--- config.mk ---
export PLATFORM = sky130hd
export DESIGN_NAME = uart_tx_serializer_flat
export DESIGN_NICKNAME = d
export VERILOG_FILES = /design/src/rtl/uart_tx_serializer_if.sv /design/src/rtl/uart_tx_serializer.sv /design/src/flat_wrapper.sv
export SDC_FILE = /design/constraint.sdc
export NUM_CORES = 1
export LEC_CHECK = 0
export CAP_MARGIN = 0
export CORE_AREA = 2 2 70 59
export DETAILED_ROUTE_END_ITERATION = 16
export DIE_AREA = 0 0 72 61
export SLEW_MARGIN = 20
export SYNTH_ARGS = -nofsm -noshare
export SYNTH_HDL_FRONTEND = slang
export SYNTH_SLANG_ARGS = --single-unit
--- constraint.sdc ---
create_clock -name clk -period 2.1 [get_ports clk]
set_input_delay 0.63 -clock clk [delete_from_list [all_inputs] [get_ports clk]]
set_output_delay 0.63 -clock clk [all_outputs]
set_load 0.02 [all_outputs]
--- src/rtl/uart_tx_serializer_if.sv ---
// Byte-source handshake for the UART transmitter.
//   tx_data     : byte to send, sampled only on an accepting edge
//   tx_transmit : valid, request to send tx_data
//   tx_ready    : transmitter idle and able to accept a byte
//   tx_done     : one-cycle pulse at the end of each frame
// master = byte source (handler), slave = serializer.
interface uart_tx_serializer_if;
  logic [7:0] tx_data;
  logic       tx_transmit;
  logic       tx_ready;
  logic       tx_done;

  modport master (output tx_data, tx_transmit, input tx_ready, tx_done);
  modport slave  (input tx_data, tx_transmit, output tx_ready, tx_done);
endinterface

--- src/rtl/uart_tx_serializer.sv ---
// UART transmit serializer: one byte per valid/ready handshake, sent 8N1
// (8E1 when UART_TX_PARITY_EN is defined), LSB first, on the tx pin.
// Optional feature macro: UART_TX_PARITY_EN (even parity bit after bit 7).
// Ports:
//   clk   : system clock
//   reset : synchronous, active-high reset
//   bus   : slave side of uart_tx_serializer_if (tx_data/tx_transmit in,
//           tx_ready/tx_done out)
//   tx    : serial line, idle high
// Parameters: CLKS_PER_BIT (>= 2), STOP_BITS (1 or 2), CNT_BITS
// (2**CNT_BITS >= CLKS_PER_BIT).
module uart_tx_serializer #(
  parameter int CLKS_PER_BIT = 434,
  parameter int STOP_BITS    = 1,
  parameter int CNT_BITS     = 9
) (
  input  logic                  clk,
  input  logic                  reset,
  uart_tx_serializer_if.slave   bus,
  output logic                  tx
);

`ifdef UART_TX_PARITY_EN
  typedef enum logic [2:0] {IDLE, START, DATA, PARITY, STOP} state_t;
`else
  typedef enum logic [2:0] {IDLE, START, DATA, STOP} state_t;
`endif

  localparam logic [CNT_BITS-1:0] LAST_CNT  = CNT_BITS'(CLKS_PER_BIT - 1);
  localparam logic                LAST_STOP = 1'(STOP_BITS - 1);

  state_t              state;
  logic [CNT_BITS-1:0] baudCnt;
  logic [2:0]          bitIdx;
  logic                stopIdx;
  logic [7:0]          shiftReg;
  logic                txReady;
  logic                txDone;
`ifdef UART_TX_PARITY_EN
  logic                parityBit;
`endif

  wire bitEnd = (baudCnt == LAST_CNT);

  assign bus.tx_ready = txReady;
  assign bus.tx_done  = txDone;

  always_ff @(posedge clk) begin
    if (reset) begin
      state    <= IDLE;
      tx       <= 1'b1;
      txReady  <= 1'b1;
      txDone   <= 1'b0;
      baudCnt  <= '0;
      bitIdx   <= '0;
      stopIdx  <= 1'b0;
      shiftReg <= '0;
`ifdef UART_TX_PARITY_EN
      parityBit <= 1'b0;
`endif
    end else begin
      txDone <= 1'b0;
      // Baud counter wraps on every bit boundary; idle keeps it at zero.
      if (state == IDLE || bitEnd) baudCnt <= '0;
      else                         baudCnt <= baudCnt + CNT_BITS'(1);

      case (state)
        IDLE: begin
          tx <= 1'b1;
          if (bus.tx_transmit) begin
            shiftReg <= bus.tx_data;
`ifdef UART_TX_PARITY_EN
            parityBit <= ^bus.tx_data;
`endif
            tx      <= 1'b0;
            txReady <= 1'b0;
            state   <= START;
          end
        end
        START: begin
          if (bitEnd) begin
            tx    <= shiftReg[0];
            state <= DATA;
          end
        end
        DATA: begin
          if (bitEnd) begin
            // tx is loaded from the register one bit ahead, so equal
            // adjacent bits never produce a transition.
            shiftReg <= shiftReg >> 1;
            if (bitIdx == 3'd7) begin
              bitIdx <= '0;
`ifdef UART_TX_PARITY_EN
              tx    <= parityBit;
              state <= PARITY;
`else
              tx    <= 1'b1;
              state <= STOP;
`endif
            end else begin
              bitIdx <= bitIdx + 3'd1;
              tx     <= shiftReg[1];
            end
          end
        end
`ifdef UART_TX_PARITY_EN
        PARITY: begin
          if (bitEnd) begin
            tx    <= 1'b1;
            state <= STOP;
          end
        end
`endif
        STOP: begin
          if (bitEnd) begin
            if (stopIdx == LAST_STOP) begin
              stopIdx <= 1'b0;
              txReady <= 1'b1;
              txDone  <= 1'b1;
              state   <= IDLE;
            end else begin
              stopIdx <= ~stopIdx;
            end
          end
        end
        default: begin
          tx      <= 1'b1;
          txReady <= 1'b1;
          state   <= IDLE;
        end
      endcase
    end
  end

endmodule

--- src/flat_wrapper.sv ---
// flat-port wrapper written by rule: the top's interface ports become plain ports
module uart_tx_serializer_flat 
#(
  parameter int CLKS_PER_BIT = 434,
  parameter int STOP_BITS    = 1,
  parameter int CNT_BITS     = 9
)
  (clk, reset, tx, bus_tx_data, bus_tx_transmit, bus_tx_ready, bus_tx_done);
  uart_tx_serializer_if bus_i ();
  input  logic clk;
  input  logic reset;
  output logic tx;
  input wire logic [$bits(bus_i.tx_data)-1:0] bus_tx_data;
  input wire logic [$bits(bus_i.tx_transmit)-1:0] bus_tx_transmit;
  output wire logic [$bits(bus_i.tx_ready)-1:0] bus_tx_ready;
  output wire logic [$bits(bus_i.tx_done)-1:0] bus_tx_done;
  assign bus_i.tx_data = bus_tx_data;
  assign bus_i.tx_transmit = bus_tx_transmit;
  assign bus_tx_ready = bus_i.tx_ready;
  assign bus_tx_done = bus_i.tx_done;
  uart_tx_serializer #(.CLKS_PER_BIT(CLKS_PER_BIT), .STOP_BITS(STOP_BITS), .CNT_BITS(CNT_BITS)) u_core (.clk(clk), .reset(reset), .bus(bus_i), .tx(tx));
endmodule
=== After elaboration in Yosys (flattened, before gate mapping) ===
Cells that the tools add are included.

* Register bits: 27
* Input port bits: 11
* Output and inout port bits: 3
* Word-level logic and storage cells: 59

* $add $sub $neg: 2
* Eq/ne operators: 11
* Muxes and demuxes: 22
* Bitwise operators: 4
* Reduce and logical (&&, ||, !) cells: 12

{| class="wikitable"
|+ Operators by type and width
! cell !! number
|-
| two-way mux 3 bit || 7
|-
| two-way mux 8 bit || 2
|-
| case mux 8 bit (2 select lines) || 1
|-
| case mux 3 bit (4 select lines) || 1
|-
| adder 9 x 1 -> 9 bit (second input constant) || 1
|-
| equality test 9 bit (second input constant) || 1
|-
| two-way mux 1 bit || 9
|-
| inequality test 2 x 1 -> 1 bit (second input constant) || 4
|-
| equality test 3 x 2 -> 1 bit (second input constant) || 2
|-
| AND reduction 3 bit || 2
|-
| AND reduction 6 bit || 1
|-
| inequality test 2 bit (second input constant) || 2
|-
| NOT 1 bit || 4
|-
| case mux 1 bit (4 select lines) || 1
|-
| AND reduction 2 bit || 2
|-
| AND reduction 4 bit || 1
|-
| OR reduction 2 bit || 2
|-
| adder 3 x 1 -> 3 bit (second input constant) || 1
|-
| equality test 3 x 1 -> 1 bit (second input constant) || 1
|-
| equality test 3 bit (second input constant) || 1
|-
| logical NOT 3 bit || 1
|-
| case mux 1 bit (3 select lines) || 1
|-
| OR reduction 3 bit || 1
|-
| nonzero test 2 bit || 1
|-
| logical OR 1 bit || 1
|}

=== Depth between registers and ports, before layout ===
Gate-level depths: netlist of the first run.

* Depth in word-level cells: 4
* Depth in mapped cells: 8
* Mapped depth without buffers: 6

=== Worst setup path before layout of the first run ===
OpenSTA, ideal clock, no wires.

* Kind: reg-to-reg
* Start: register u_core.baudCnt[0]
* End: register u_core.txReady, in the netlist u_core.bus.tx_ready
* Setup time: 0.120 ns
* Arrival time: 1.693 ns
* Path slack: 0.287 ns
* Stages on the path, launching flop included: 7
* Buffers on the path: 1
* Path through: dfxtp_1 > ha_1 > nand4b_1 > or4_1 > buf_2 > a211o_1 > a211o_1

* Longest elaborated chain between the ends: 3

{| class="wikitable"
|+ RTL lines
! element !! RTL line !! RTL
|-
| from (decl) || uart_tx_serializer.sv:33 || <nowiki>logic [CNT_BITS-1:0] baudCnt;</nowiki>
|-
| from (signal assigned) || uart_tx_serializer.sv:65 || <nowiki>else baudCnt <= baudCnt + CNT_BITS'(1);</nowiki>
|-
| equality test 9 bit || uart_tx_serializer.sv:43 || <nowiki>wire bitEnd = (baudCnt == LAST_CNT);</nowiki>
|-
| inequality test 2 x 1 -> 1 bit (no source line) || - ||
|-
| AND reduction 4 bit (no source line) || - ||
|-
| to (signal assigned) || uart_tx_serializer.sv:52 || <nowiki>txReady <= 1'b1;</nowiki>
|-
| to (signal assigned) || uart_tx_serializer.sv:76 || <nowiki>txReady <= 1'b0;</nowiki>
|-
| to (signal assigned) || uart_tx_serializer.sv:118 || <nowiki>txReady <= 1'b1;</nowiki>
|-
| to (decl) || uart_tx_serializer.sv:37 || <nowiki>logic txReady;</nowiki>
|}

Every way passes these cells.
A chain may end at the register's enable or synchronous reset.

=== Worst setup path in the final report of the first run ===
Ends and elaborated chain as after synthesis.

==> reports/qor.csv, run 1 <==
stage,metric,value,unit
pwr,p_per_area,1050,nW/µm²
critical_path,crit_path_max_fanout,5,
clocking,root_buffer,clkbuf_8,
global_routing,grt_start_max_net_pins,20,
clocking,insertion_delay,0.27,ns
sta,drv_slew,0,
critical_path,timing.setup.critical_path_class,register to register,
sta,fin_worst_hold_slack,0.485,ns
run,cap_violations,0,
sta,hold_vio_cnt_final,0,
sta,final.min_clock_period,1.87,ns
logic_synthesis,synth.most_common_cell,dfxtp_1,
sta,setup-tns-final,0,ns
logic_synthesis,yosys_warnings,0,
drt,avgViaCountPerCell,5.47,
min_path,min-delay-path-class,register to register,
logic_synthesis,ys_ff_latch,25,
clocking,cts_post_setup_buffers_inserted,0,
place,placement.setup.worst_slack,0.145,ns
place,port-buffer-count,13,
drt,wirelength,2710,µm
drt,drtPass1Iterations,4,
drt,initialDrtViolationCount,63,
clocking,count_of_hold_fix_buffers_inserted_at_cts,0,
logic_synthesis,average_cell_area_after_synthesis,8.75,µm²
drt,detailroute.via_count,1093,
die,fp.dieArea,4390,µm²
final_layout,diodes,0,
place,placedCellCount,196,
logic_synthesis,synth_sequential_area_ratio,40.3,%
final_layout,flow.area_growth_from_synthesis,19.6,%
drt,antenna_left,0,
logic_synthesis,post-synth-top-area-cell,dfxtp_1,
logic_synthesis,syn_area,1240,µm²
die,die_w,72,µm
place,gp_weighted_congestion,0.791,
global_routing,globalRouteOverflowTotal,0,
global_routing,track_usage,13.5,%
logic_synthesis,synth-edff-count,0,
logic_synthesis,ys_dominant_reg_cell,dfxtp_1,
critical_path,crit_path_dat,2.04,ns
place,place_hpwl,1890,µm
drt,post-route-drc-count,0,
clocking,tritoncts,built,
final_layout,drive_above_1_share,7.69,%
logic_synthesis,synth.top_cells.by_count,"dfxtp_1, nor2_1, nand3_1",
die,core,3680,µm²
sta,post-route-worst-setup-slack,0.228,ns
clocking,cts_made_buffers,3,
global_routing,wire_length_of_the_first_global_routing_pass,4640,µm
global_routing,via_count_of_the_first_global_routing_pass,988,
final_layout,finalNonFillerCells,200,
critical_path,critical_path.startpoint_type,register,
critical_path,critPathCaptureType,register,
final_layout,layout.core_utilization,40.4,%
clocking,htree_levels,1,
drt,routed_wire_length_per_instance,13.6,µm
die,die_h,61,µm
clocking,clock_sinks,25,
sta,finalSetupViolCount,0,
sta,timing.max_slew.rel_slack,65.0,%
die,placementRows,20,
logic_synthesis,synth_top_cell_area_share,40.3,%
sta,achievable-frequency,534,MHz
status,status,"complete, no violations",
logic_synthesis,netlist-cell-type-count,35,
logic_synthesis,async_s_r_ff_share_synth,0,%
final_layout,fillerInstances,360,
pwr,peakVddDrop,464,µV
die,initial_utilization,33.8,%
critical_path,worst_ep_required_time,2.27,ns
clocking,post_cts_resize_count,0,
sta,skew,0.00863,ns
clocking,clk_transition_reported_paths,0.09,ns
sta,period_share,89.1,%
pwr,power_leakage,0.533,nW
die,io_pins,14,
global_routing,antenna_found_initial,0,
logic_synthesis,synth_nets,162,
logic_synthesis,postSynthCellCount,142,
clocking,clk_path_buf_depth,2,
sta,timing_worst_slew_pin_value,0.520,ns
sta,rsz0062_at_grt,false,
logic_synthesis,synthTopCellsByArea,"dfxtp_1, ha_1, nand3_1",
final_layout,design.final.nets,177,
## per-stage QoR
| step | power, mW | area (µm²) |
|---|---|---|
| 2_1_floorplan | 1.08 | 1240 |
| 3_3_place_gp | 1.27 | 1440 |
| 3_5_place_dp | 1.28 | 1440 |
| 4_1_cts | 1.57 | 1490 |
| 5_1_grt | 1.69 | 1490 |
| 6_report | 1.57 | 1490 |
## sequential cells by signal (all words and copies together), names as in the netlist
signal,count
u_core.baudCnt,9
u_core.shiftReg,8
u_core.bitIdx,3
u_core.state,2
u_core.bus.tx_done,1
u_core.bus.tx_ready,1
u_core.tx,1
## critical path: stages, from the launching register on
cell	delay (ns)
dfxtp_1	0.40
ha_1	0.18
nand4b_1	0.11
or4_1	0.48
a211o_1	0.32
a211o_1	0.28
## final cells by class
class	instances	area, µm²	share of cell area (%)
tap	44	55.1	3.70
clock buffer	4	45.0	3.03
inverter	5	18.8	1.26
sequential	25	500	33.7
timing repair buffer	20	183	12.3
multi-input combinational	102	684	46.0
## layout by cell type (no fill, tap or decap), types with 2 or more instances in the layout
cell              n
a31oi_1           7
clkbuf_8          3
nor2_1           13
buf_4             7
a211oi_1          2
nand4_1           8
o21ai_1           3
nand3_1          11
mux2i_1           2
xnor2_1           4
or4_1             2
o21ai_0           3
a21oi_1           6
inv_1             5
dfxtp_1          25
xor2_1            3
nand2b_1          4
nand4b_1          2
clkdlybuf4s50_1  13
a22oi_1           7
nand2_1           2
ha_1              9
a211o_1           2
## layer usage
layer | vias up | share of wire (%) | track usage, %
met5 | - | 0 | 0
met4 | 0 | 1.5 | 4.85
met3 | 4 | 3.3 | 3.65
met2 | 23 | 44 | 20.4
met1 | 520 | 51 | 18.6
li1 | 546 | - | -
## kinds of logic after synthesis
group           synth area share [%]
simple gates                    23.0
mux                             1.61
buf+inv                         4.63
compound gates                  16.5
xor+xnor                        4.93
fa+ha+maj                       9.06
flops                           40.3
## final timing paths
kind,slack [ns],endpoint,cells after the start,start
worst max-delay path,0.23,u_core.bus.tx_ready,5,u_core.baudCnt[0]
worst min-delay path,0.49,u_core.shiftReg[7],2,u_core.shiftReg[7]
worst max register to register,0.23,u_core.bus.tx_ready,5,u_core.baudCnt[0]
worst min register to register,0.49,u_core.shiftReg[7],2,u_core.shiftReg[7]
## power by group
part | internal (mW) | total (mW) | switching [mW]
logic | 0.284 | 0.644 | 0.360
registers | 0.560 | 0.633 | 0.0731
clock network | 0.136 | 0.290 | 0.155
(Power assumes the default switching activity.)
==> run 2, diff against run 1 <==
--- a/config.mk
+++ b/config.mk
@@ -9,6 +9,7 @@
 export CORE_AREA = 2 2 70 59
 export DETAILED_ROUTE_END_ITERATION = 16
 export DIE_AREA = 0 0 72 61
+export GPL_ROUTABILITY_DRIVEN = 0
 export SLEW_MARGIN = 20
 export SYNTH_ARGS = -nofsm -noshare
 export SYNTH_HDL_FRONTEND = slang
==> results of run 2 <==
Final layout, timing and power as in run 1 (identical DEF).
==> run 3, diff against run 2 <==
==> constraint.sdc (replaced) <==
create_clock -name clk -period 2 [get_ports clk]
set_input_delay 0.6 -clock clk [delete_from_list [all_inputs] [get_ports clk]]
set_output_delay 0.6 -clock clk [all_outputs]
set_load 0.02 [all_outputs]
==> reports/qor.csv, run 3 (synthesis results as in run 1) <==
stage,metric,value,unit,change
place,place_hpwl,1910,µm,+0.77%
clocking,insertion_delay,0.27,ns,about the same
sta,period_share,93.0,%,+3.9 points
status,status,"complete, no violations",,
global_routing,globalRouteOverflowTotal,0,,unchanged
final_layout,layout.core_utilization,40.6,%,+0.20 points
critical_path,crit_path_max_fanout,4,,-1
final_layout,flow.area_growth_from_synthesis,20.2,%,
die,placementRows,20,,unchanged
critical_path,timing.setup.critical_path_class,register to register,,
clocking,clock_sinks,25,,unchanged
drt,avgViaCountPerCell,5.31,,-2.8%
sta,achievable-frequency,538,MHz,+0.64%
final_layout,mostFrequentLayoutCells,"dfxtp_1, nor2_1, clkdlybuf4s50_1",,
critical_path,critPathCaptureType,register,,
final_layout,design.final.nets,178,,+0.56%
final_layout,diodes,0,,unchanged
min_path,min-delay-path-class,register to register,,
final_layout,drive_above_1_share,8.28,%,+0.59 points
place,placement.setup.worst_slack,0.0801,ns,-0.0649 ns
sta,skew,0.00203,ns,-0.00660 ns
sta,final.min_clock_period,1.86,ns,-0.0119 ns
clocking,post_cts_resize_count,0,,unchanged
sta,rsz0062_at_grt,false,,
drt,antenna_left,0,,unchanged
sta,setup-tns-final,0,ns,unchanged
sta,post-route-worst-setup-slack,0.140,ns,-0.0881 ns
critical_path,critical_path.startpoint_type,register,,
clocking,htree_levels,1,,unchanged
global_routing,via_count_of_the_first_global_routing_pass,960,,-2.8%
critical_path,worst_ep_required_time,2.17,ns,-0.10 ns
clocking,root_buffer,clkbuf_8,,
sta,timing_worst_slew_pin_value,0.311,ns,-0.209 ns
die,core,3680,µm²,unchanged
pwr,peakVddDrop,601,µV,+30%
final_layout,final_common_cell,dfxtp_1,,
global_routing,grt_start_max_net_pins,21,,+5.0%
drt,initialDrtViolationCount,38,,-40%
die,die_h,61,µm,unchanged
final_layout,largest_register_ffs,9,,unchanged
drt,post-route-drc-count,0,,unchanged
global_routing,track_usage,13.4,%,-0.092 points
drt,detailroute.via_count,1068,,-2.3%
place,port-buffer-count,13,,unchanged
drt,drtPass1Iterations,4,,unchanged
pwr,power_leakage,0.537,nW,+0.76%
global_routing,antenna_found_initial,0,,unchanged
die,initial_utilization,33.8,%,unchanged
sta,drv_slew,0,,unchanged
clocking,cts_made_buffers,3,,unchanged
clocking,cts_post_setup_buffers_inserted,0,,unchanged
die,io_pins,14,,unchanged
clocking,clk_transition_reported_paths,0.09,ns,about the same
final_layout,largest_registers,"u_core.baudCnt (9), u_core.shiftReg (8), u_core.bitIdx (3)",,
sta,hold_vio_cnt_final,0,,unchanged
pwr,p_per_area,1100,nW/µm²,+4.7%
die,die_w,72,µm,unchanged
die,fp.dieArea,4390,µm²,unchanged
critical_path,crit_path_dat,2.03,ns,about the same
drt,routed_wire_length_per_instance,13.5,µm,-0.53%
sta,finalSetupViolCount,0,,unchanged
clocking,count_of_hold_fix_buffers_inserted_at_cts,0,,unchanged
clocking,tritoncts,built,,
run,cap_violations,0,,unchanged
global_routing,wire_length_of_the_first_global_routing_pass,4570,µm,-1.3%
clocking,clk_path_buf_depth,2,,unchanged
drt,wirelength,2710,µm,about the same
final_layout,biggest_register,u_core.baudCnt,,
sta,timing.max_slew.rel_slack,79.3,%,+14 points
==> run 3: worst paths after layout <==
| kind | start | end | slack [ns] | depth (start not counted) |
|---|---|---|---|---|
| hold / removal | u_core.bus.tx_ready | u_core.bus.tx_ready | 0.48 | 1 |
| setup reg to reg | u_core.baudCnt[1] | u_core.bus.tx_ready | 0.14 | 6 |
| hold reg to reg | u_core.bus.tx_ready | u_core.bus.tx_ready | 0.48 | 1 |
| setup / recovery | u_core.baudCnt[1] | u_core.bus.tx_ready | 0.14 | 6 |
==> run 3: through the flow <==
stage          hold WS, ns  instances  total power, mW  cell area [µm²]
2_1_floorplan        0.441        142             1.13             1240
3_3_place_gp         0.457        197             1.33             1450
3_5_place_dp         0.468        197             1.34             1450
4_1_cts              0.489        201             1.65             1490
5_1_grt              0.509        201             1.76             1490
6_report             0.481        201             1.65             1490
==> run 3: layout make-up <==
cell class                      count  area, µm²
Inverter                            5       18.8
Clock buffer                        4       45.0
Multi-Input combinational cell    102        684
Sequential cell                    25        500
Timing Repair Buffer               21        190
Fill cell                         351       2180
Tap cell                           44       55.1
==> run 3: layer usage <==
metal,global-route usage [%],wire (µm)
met5,0,0
met4,4.58,27
met3,3.65,95
met2,20.9,1260
met1,18.0,1330
==> run 3: worst max-delay path, cell delays in order, from the launching register on <==
cell,delay [ns]
dfxtp_1,0.34
inv_1,0.06
ha_1,0.13
nand4b_1,0.11
or4_1,0.51
a211o_1,0.33
a211o_1,0.28
==> run 3: power by group <==
group | internal, mW | total [mW] | switching, mW
Sequential | 0.588 | 0.656 | 0.0676
Clock | 0.143 | 0.307 | 0.164
Combinational | 0.299 | 0.687 | 0.387
Total | 1.03 | 1.65 | 0.619
